File: src/rtl/flb_sync_pkg.sv
// Shared defaults and helpers for the FLB sync / strobe generator.
package flb_sync_pkg;

  localparam int unsigned SyncStagesDef = 2;
  localparam int unsigned LagWDef       = 3;
  localparam int unsigned OsWDef        = 8;
  localparam int unsigned MtrxWDef      = 8;
  localparam int unsigned BandWDef      = 8;
  localparam int unsigned CntWDef       = 10;

  // Pulse pipe depth: p[0] is the raw edge, p[1..2**lag_w+1] are registered taps.
  function automatic int unsigned pipe_d(input int unsigned lag_w);
    return (32'd1 << lag_w) + 32'd2;
  endfunction

endpackage

File: src/rtl/flb_sync_edge_det.sv
// Brings ref_clk into the nsh_clk domain and flags each rising edge for one cycle.
module flb_sync_edge_det #(
  parameter int unsigned SYNC_STAGES = 2
) (
  input  logic nsh_clk,
  input  logic csr_sync_en,
  input  logic ref_clk,
  output logic ref_edge
);

  logic [SYNC_STAGES-1:0] sync_q;
  logic                   extra_q;

  // Synchroniser chain plus one history flop for edge detection.
  always_ff @(posedge nsh_clk or negedge csr_sync_en) begin
    if (!csr_sync_en) begin
      sync_q  <= '0;
      extra_q <= 1'b0;
    end else begin
      sync_q  <= {sync_q[SYNC_STAGES-2:0], ref_clk};
      extra_q <= sync_q[SYNC_STAGES-1];
    end
  end

  assign ref_edge = sync_q[SYNC_STAGES-1] & ~extra_q;

endmodule

File: src/rtl/flb_sync_strobe_gen.sv
// FLB sync: turns synchronised ref_clk edges into lagged sample/decoder strobes,
// samples DLF/band words, measures the ref period and watches for ref loss.
module flb_sync_strobe_gen
  import flb_sync_pkg::*;
#(
  parameter int unsigned SYNC_STAGES = SyncStagesDef,
  parameter int unsigned LAG_W       = LagWDef,
  parameter int unsigned OS_W        = OsWDef,
  parameter int unsigned MTRX_W      = MtrxWDef,
  parameter int unsigned BAND_W      = BandWDef,
  parameter int unsigned CNT_W       = CntWDef
) (
  input  logic                   nsh_clk,
  input  logic                   csr_sync_en,
  input  logic                   ref_clk,
  input  logic [OS_W+MTRX_W-1:0] dlf_out,
  input  logic [BAND_W-1:0]      band,
  input  logic [LAG_W-1:0]       csr_flb_smpl_clk_lag,
  input  logic [LAG_W-1:0]       csr_flb_mtrx_clk_lag,
  input  logic                   csr_flb_sdm_thrm_en,
  input  logic [CNT_W-1:0]       csr_wd_limit,
  input  logic                   csr_lost_clr,
  output logic [OS_W-1:0]        s_os,
  output logic [MTRX_W-1:0]      s_mtrx,
  output logic [BAND_W-1:0]      s_band,
  output logic                   smpl_stb,
  output logic                   dec_stb,
  output logic [CNT_W-1:0]       ref_period,
  output logic                   ref_lost
);

  localparam int unsigned PipeD = pipe_d(LAG_W);
  // Registered taps only; pipe_q[k-1] holds p[k].
  localparam int unsigned PipeW = PipeD - 1;

  logic              ref_edge;
  logic [PipeW-1:0]  pipe_q;
  logic [LAG_W-1:0]  smpl_lag_q, mtrx_lag_q;
  logic              en_q;
  logic [LAG_W:0]    smpl_idx, dec_idx;
  logic [OS_W-1:0]   s_os_q;
  logic [MTRX_W-1:0] s_mtrx_q;
  logic [BAND_W-1:0] s_band_q;
  logic [CNT_W-1:0]  cnt_q, cnt_inc, period_q;
  logic              seen_q, lost_q, wd_hit;

  flb_sync_edge_det #(
    .SYNC_STAGES(SYNC_STAGES)
  ) u_edge_det (
    .nsh_clk    (nsh_clk),
    .csr_sync_en(csr_sync_en),
    .ref_clk    (ref_clk),
    .ref_edge   (ref_edge)
  );

  // Pulse pipe, lag shadows (latched only on an edge) and the release flag for dec_stb.
  always_ff @(posedge nsh_clk or negedge csr_sync_en) begin
    if (!csr_sync_en) begin
      pipe_q     <= '0;
      smpl_lag_q <= '0;
      mtrx_lag_q <= '0;
      en_q       <= 1'b0;
    end else begin
      pipe_q <= {pipe_q[PipeW-2:0], ref_edge};
      en_q   <= 1'b1;
      if (ref_edge) begin
        smpl_lag_q <= csr_flb_smpl_clk_lag;
        mtrx_lag_q <= csr_flb_mtrx_clk_lag;
      end
    end
  end

  // smpl_stb = p[1+lag] -> pipe_q[lag]; dec_stb = p[2+lag] -> pipe_q[1+lag].
  assign smpl_idx = {1'b0, smpl_lag_q};
  assign dec_idx  = {1'b0, mtrx_lag_q} + {{LAG_W{1'b0}}, 1'b1};
  assign smpl_stb = pipe_q[smpl_idx];
  assign dec_stb  = csr_flb_sdm_thrm_en ? pipe_q[dec_idx] : en_q;

  // Sample registers load on the strobe cycle and hold otherwise.
  always_ff @(posedge nsh_clk or negedge csr_sync_en) begin
    if (!csr_sync_en) begin
      s_os_q   <= '0;
      s_mtrx_q <= '0;
      s_band_q <= '0;
    end else if (smpl_stb) begin
      s_os_q   <= dlf_out[OS_W-1:0];
      s_mtrx_q <= dlf_out[OS_W +: MTRX_W];
      s_band_q <= band;
    end
  end

  assign cnt_inc = (&cnt_q) ? cnt_q : cnt_q + {{(CNT_W-1){1'b0}}, 1'b1};
  assign wd_hit  = (csr_wd_limit != '0) && (cnt_inc >= csr_wd_limit) && !ref_edge;

  // Period counter, period capture (from the second edge on) and sticky watchdog.
  always_ff @(posedge nsh_clk or negedge csr_sync_en) begin
    if (!csr_sync_en) begin
      cnt_q    <= '0;
      period_q <= '0;
      seen_q   <= 1'b0;
      lost_q   <= 1'b0;
    end else begin
      if (ref_edge) begin
        cnt_q  <= '0;
        seen_q <= 1'b1;
        if (seen_q) begin
          period_q <= cnt_inc;
        end
      end else begin
        cnt_q <= cnt_inc;
      end
      if (wd_hit) begin
        lost_q <= 1'b1;
      end else if (csr_lost_clr) begin
        lost_q <= 1'b0;
      end
    end
  end

  assign s_os       = s_os_q;
  assign s_mtrx     = s_mtrx_q;
  assign s_band     = s_band_q;
  assign ref_period = period_q;
  assign ref_lost   = lost_q;

endmodule
File: config.mk
export PLATFORM = sky130hd
export DESIGN_NAME = flb_sync_strobe_gen
export DESIGN_NICKNAME = d
export VERILOG_FILES = /design/src/rtl/flb_sync_pkg.sv /design/src/rtl/flb_sync_edge_det.sv /design/src/rtl/flb_sync_strobe_gen.sv
export SDC_FILE = /design/constraint.sdc
export NUM_CORES = 1
export LEC_CHECK = 0
export ABC_AREA = 0
export CAP_MARGIN = 20
export CORE_ASPECT_RATIO = 1.25
export CORE_MARGIN = 2
export CORE_UTILIZATION = 67
export CTS_CLUSTER_DIAMETER = 30
export DETAILED_ROUTE_END_ITERATION = 7
export DONT_BUFFER_PORTS = 1
export PLACE_DENSITY = 0.91
export SYNTH_ARGS = -nofsm -noshare
export SYNTH_HDL_FRONTEND = slang
export SYNTH_SLANG_ARGS = --single-unit
File: constraint.sdc
create_clock -name nsh_clk -period 6.41 [get_ports nsh_clk]
set_input_delay 1.282 -clock nsh_clk [delete_from_list [all_inputs] [get_ports nsh_clk]]
set_output_delay 1.282 -clock nsh_clk [all_outputs]
set_load 0.01 [all_outputs]
# Word level (Yosys, flattened, before mapping)
# Cells that the tools add are included.
# op_classes
add_sub_neg	2
order_cmp	3
mux	9
bitwise_logic	2
reduce_logical	7
# op_table
op	n
two-way mux 10 bit	2
adder 10 x 1 -> 10 bit, second input constant	1
>= comparator 10 bit	1
AND reduction 10 bit	1
nonzero test 10 bit	1
< comparator 3 x 5 -> 1 bit, second input constant	1
< comparator 4 x 5 -> 1 bit, second input constant	1
two-way mux 1 bit	5
adder 3 x 1 -> 4 bit, second input constant	1
binary-select mux 1 bit (select 4 bit)	1
binary-select mux 1 bit (select 3 bit)	1
logical AND 1 bit	2
AND reduction 2 bit	1
nonzero test 2 bit	1
AND 1 bit	1
zero test 1 bit	1
inverter 1 bit	1
# totals
reg_bits	65
in_bits	45
out_inout_bits	37

# Logic depth before layout (Yosys ltp)
# logic_depth
depth_word	6
mapped_depth	10

# Cells and area by module
# A second synthesis with hierarchy kept.
# hier_totals
hier_cells	235
area_unflattened_um2	2910.3
# modules_own_cells
mod	n_inst	cells_per_inst	area_each_um2	seq_area_each_um2
flb_sync_strobe_gen	1	231	2821.5	1551.5
flb_sync_edge_det	1	4	88.8	75.1

# Least setup slack after synthesis
# Ideal clock, no wire load.
# synth_path
kind	reg-to-output
startpoint	register mtrx_lag_q[0]
endpoint	output dec_stb
arrival_ns	1.776
path_slack_ns	3.352
stages_incl_launch_ff	6
cell_sequence	dfrtp_1 -> ha_1 -> mux4_2 -> a22o_1 -> a21boi_0 -> a31oi_1
# synth_via
elab_chain_cells	4
# synth_lines
element	line	source
start: declaration	flb_sync_strobe_gen.sv:38	logic [LAG_W-1:0] smpl_lag_q, mtrx_lag_q;
start signal: assignment	flb_sync_strobe_gen.sv:68	mtrx_lag_q <= csr_flb_mtrx_clk_lag;
adder 3 x 1 -> 4 bit	flb_sync_strobe_gen.sv:75	assign dec_idx = {1'b0, mtrx_lag_q} + {{LAG_W{1'b0}}, 1'b1};
binary-select mux 1 bit (select 4 bit)	flb_sync_strobe_gen.sv:77	assign dec_stb = csr_flb_sdm_thrm_en ? pipe_q[dec_idx] : en_q;
two-way mux 1 bit (implied by the code)	flb_sync_strobe_gen.sv:77	
two-way mux 1 bit	flb_sync_strobe_gen.sv:77	
end: declaration	flb_sync_strobe_gen.sv:27	output logic dec_stb,
# No other way between the ends. The select of a mux whose other input is x is not followed.

# Final worst setup path
# Ends and elaborated chain as after synthesis.

==> flow_summary.ini <==
[timing]
worst_slew_pin_slew_ps = 862
maxSlewHeadroom = 0.413
clock.fmax_mhz = 278
skew_ps = 9.20
rsz0062_at_grt = false
fin_tns_setup_ps = 0
fin_crit_ps = 3590
period_share = 0.560
slew_violations = 0
setup_viol = 0
finalHoldViolCount = 0

[final_layout]
final_common_cell = dfrtp_1
fin_nets = 295
drive_above_1_share = 0.206
postLayoutCellArea_sq_um = 3150
nFillCells = 269
diodes = 0
synthToLayoutAreaGrowth_pct = 8.81
mostFrequentLayoutCells = dfrtp_1, mux2_2, inv_1

[flow_run]
cap_violations = 0

[clock_tree]
cts_made_buffers = 9
worstSkewPairLatency_ps = 340
hold_buffers = 0
clock-sinks = 65
tritoncts = yes
cts.root.buffer_cell = clkbuf_8
clk_pin_slew_ps = 60
clk_path_buf_depth = 2
cts.repair.resized = 0
postCtsSetupBuffers = 0
h-tree-depth = 3

[die]
rows = 26
die_w_microns = 62.8
dieArea_sq_um = 4870
num_io_pins = 82
core_sq_um = 4130
start_util = 0.701
die_height_microns = 77.5

[synth]
synth_cells = 233
synth-seq-cells = 65
ys_warn_count = 0
ys_seq_area_frac = 0.562
syn_avg_cell_area_sq_um = 12.4
syn_area_sq_um = 2900
ys_types = 41
synth_nets = 290

[place]
hpwlAfterDp_mm = 4.04
routabilityCongestion = 0.781
place_area_sq_um = 2930
io_buffers = 0

[grt]
track_usage = 0.280
antenna_found_initial = 0
top_usage_layer = met2
grt_use_met1 = 0.315
grt_max_degree = 66
use_met2 = 0.483
first_global_vias = 2019
grt_pass1_wl_mm = 9.98
grt-ovfl-total = 0
gr-usage-met3 = 0.0812

[route]
avgRoutedWirePerCell_microns = 20.6
drt_first_pass_iters = 4
drtIter0Drc = 172
wl_mm = 6.16
vias = 1869
postRouteAntennaNets = 0
routed_via_density = 6.25
drcViolationCount = 0

[setup_path]
path_class = flip-flop to primary output
end_kind = primary output
critPathLaunchType = flip-flop
cp_max_fo = 7
arrival_ps = 2310
cp.required_ps = 5130

[status]
outcome = complete, no violations

[power_and_ir_drop]
ir_worst_vdd_v = 0.000193
leakagePower_nw = 1.53
power_per_cell_area_nw_per_um2 = 385

[worst_hold_path]
hold_path_class = flip-flop to flip-flop
logic make-up after synthesis:
family,synth area share
buffers and inverters,0.0441
other,0.00129
and+or+nand+nor,0.0855
DFF,0.562
AOI/OAI and AO/OA,0.0717
adders and majority gates,0.0518
muxes,0.172
xor gates and xnor gates,0.0121
registers in the layout, summed over array words and instances, names as in the netlist, 2 cells and up:
signal,cells
cnt_q,10
mtrx_lag_q,3
pipe_q,9
ref_period,10
s_band,8
s_mtrx,8
s_os,8
smpl_lag_q,3
u_edge_det.sync_q,2
power breakdown:
part	internal [W]	total, W	switching, W
clock network	0.000233	0.000381	0.000148
registers	0.000510	0.000632	0.000122
logic	0.000108	0.000199	0.0000918
cell type report:
type	instances	area, sq um	share of cell area
repair buffers	1	7.51	0.00238
inverters	21	78.8	0.0250
multi-input cells	140	1140	0.362
clock inverters	1	30.0	0.00953
well taps	56	70.1	0.0222
clock buffers	15	196	0.0623
flip-flops and latches	65	1630	0.516
layer usage:
layer,vias to the layer above,share of wire
met5,-,0
met4,0,0.037
met3,24,0.069
met2,99,0.53
met1,916,0.37
li1,830,-
worst max-delay path: stages, from the launching register on:
cell and delay, ps:
dfrtp_1 450, ha_1 380, mux4_2 520, a22o_1 200, a21boi_0 210, a31oi_1 200
final timing paths:
kind / start / to / slack [ps] / cells past startpoint
min in group asynchronous: csr_sync_en / s_mtrx[5] / 630 / 0
worst min register to register: u_edge_det.sync_q[0] / u_edge_det.sync_q[1] / 360 / 0
worst max register to register: cnt_q[6] / ref_lost / 3890 / 8
worst min-delay path: u_edge_det.sync_q[0] / u_edge_det.sync_q[1] / 360 / 0
worst max-delay path: mtrx_lag_q[0] / dec_stb / 2820 / 5
max in group asynchronous: csr_sync_en / mtrx_lag_q[0] / 5670 / 0
stage by stage:
step	hold WS (ps)	setup WS, ps	util	cells	power [W]
floorplan	331	3350	-	233	0.000779
global placement	334	3260	0.708	283	0.000808
detailed placement	344	3180	0.708	283	0.000827
CTS	364	2800	0.763	299	0.00122
global route	378	2710	0.763	299	0.00127
finish	359	2820	0.763	299	0.00121
cells in the mapped netlist (all sizes together):
| library cell | instances | area [sq um] |
|---|---|---|
| nand3 | 6 | 30.0 |
| nor2 | 12 | 45.0 |
| buf | 4 | 37.5 |
| a211o | 1 | 8.76 |
| o31ai | 1 | 7.51 |
| inv | 21 | 78.8 |
| nor4 | 2 | 12.5 |
| nand4 | 3 | 18.8 |
| and3 | 1 | 6.26 |
| a41oi | 1 | 8.76 |
| and4 | 2 | 17.5 |
| mux2i | 5 | 62.6 |
| a21o | 2 | 15.0 |
| or2 | 1 | 6.26 |
| ha | 12 | 150 |
| a31oi | 2 | 12.5 |
| a21boi | 1 | 7.51 |
| a2111oi | 1 | 8.76 |
| nand2b | 2 | 12.5 |
| conb | 1 | 3.75 |
| a221oi | 1 | 8.76 |
| nor3 | 1 | 5.00 |
| o221a | 1 | 11.3 |
| nor2b | 2 | 12.5 |
| mux2 | 30 | 338 |
| a22o | 1 | 8.76 |
| a41o | 1 | 10.0 |
| a21oi | 5 | 25.0 |
| nand2 | 17 | 63.8 |
| clkbuf | 3 | 11.3 |
| o21ai | 15 | 75.1 |
| mux4 | 4 | 97.6 |
| dfrtp | 65 | 1630 |
| and4b | 1 | 10.0 |
| nand3b | 1 | 7.51 |
| xor2 | 1 | 8.76 |
| xnor2 | 3 | 26.3 |
Note: power is estimated with default switching activity, not from simulation.
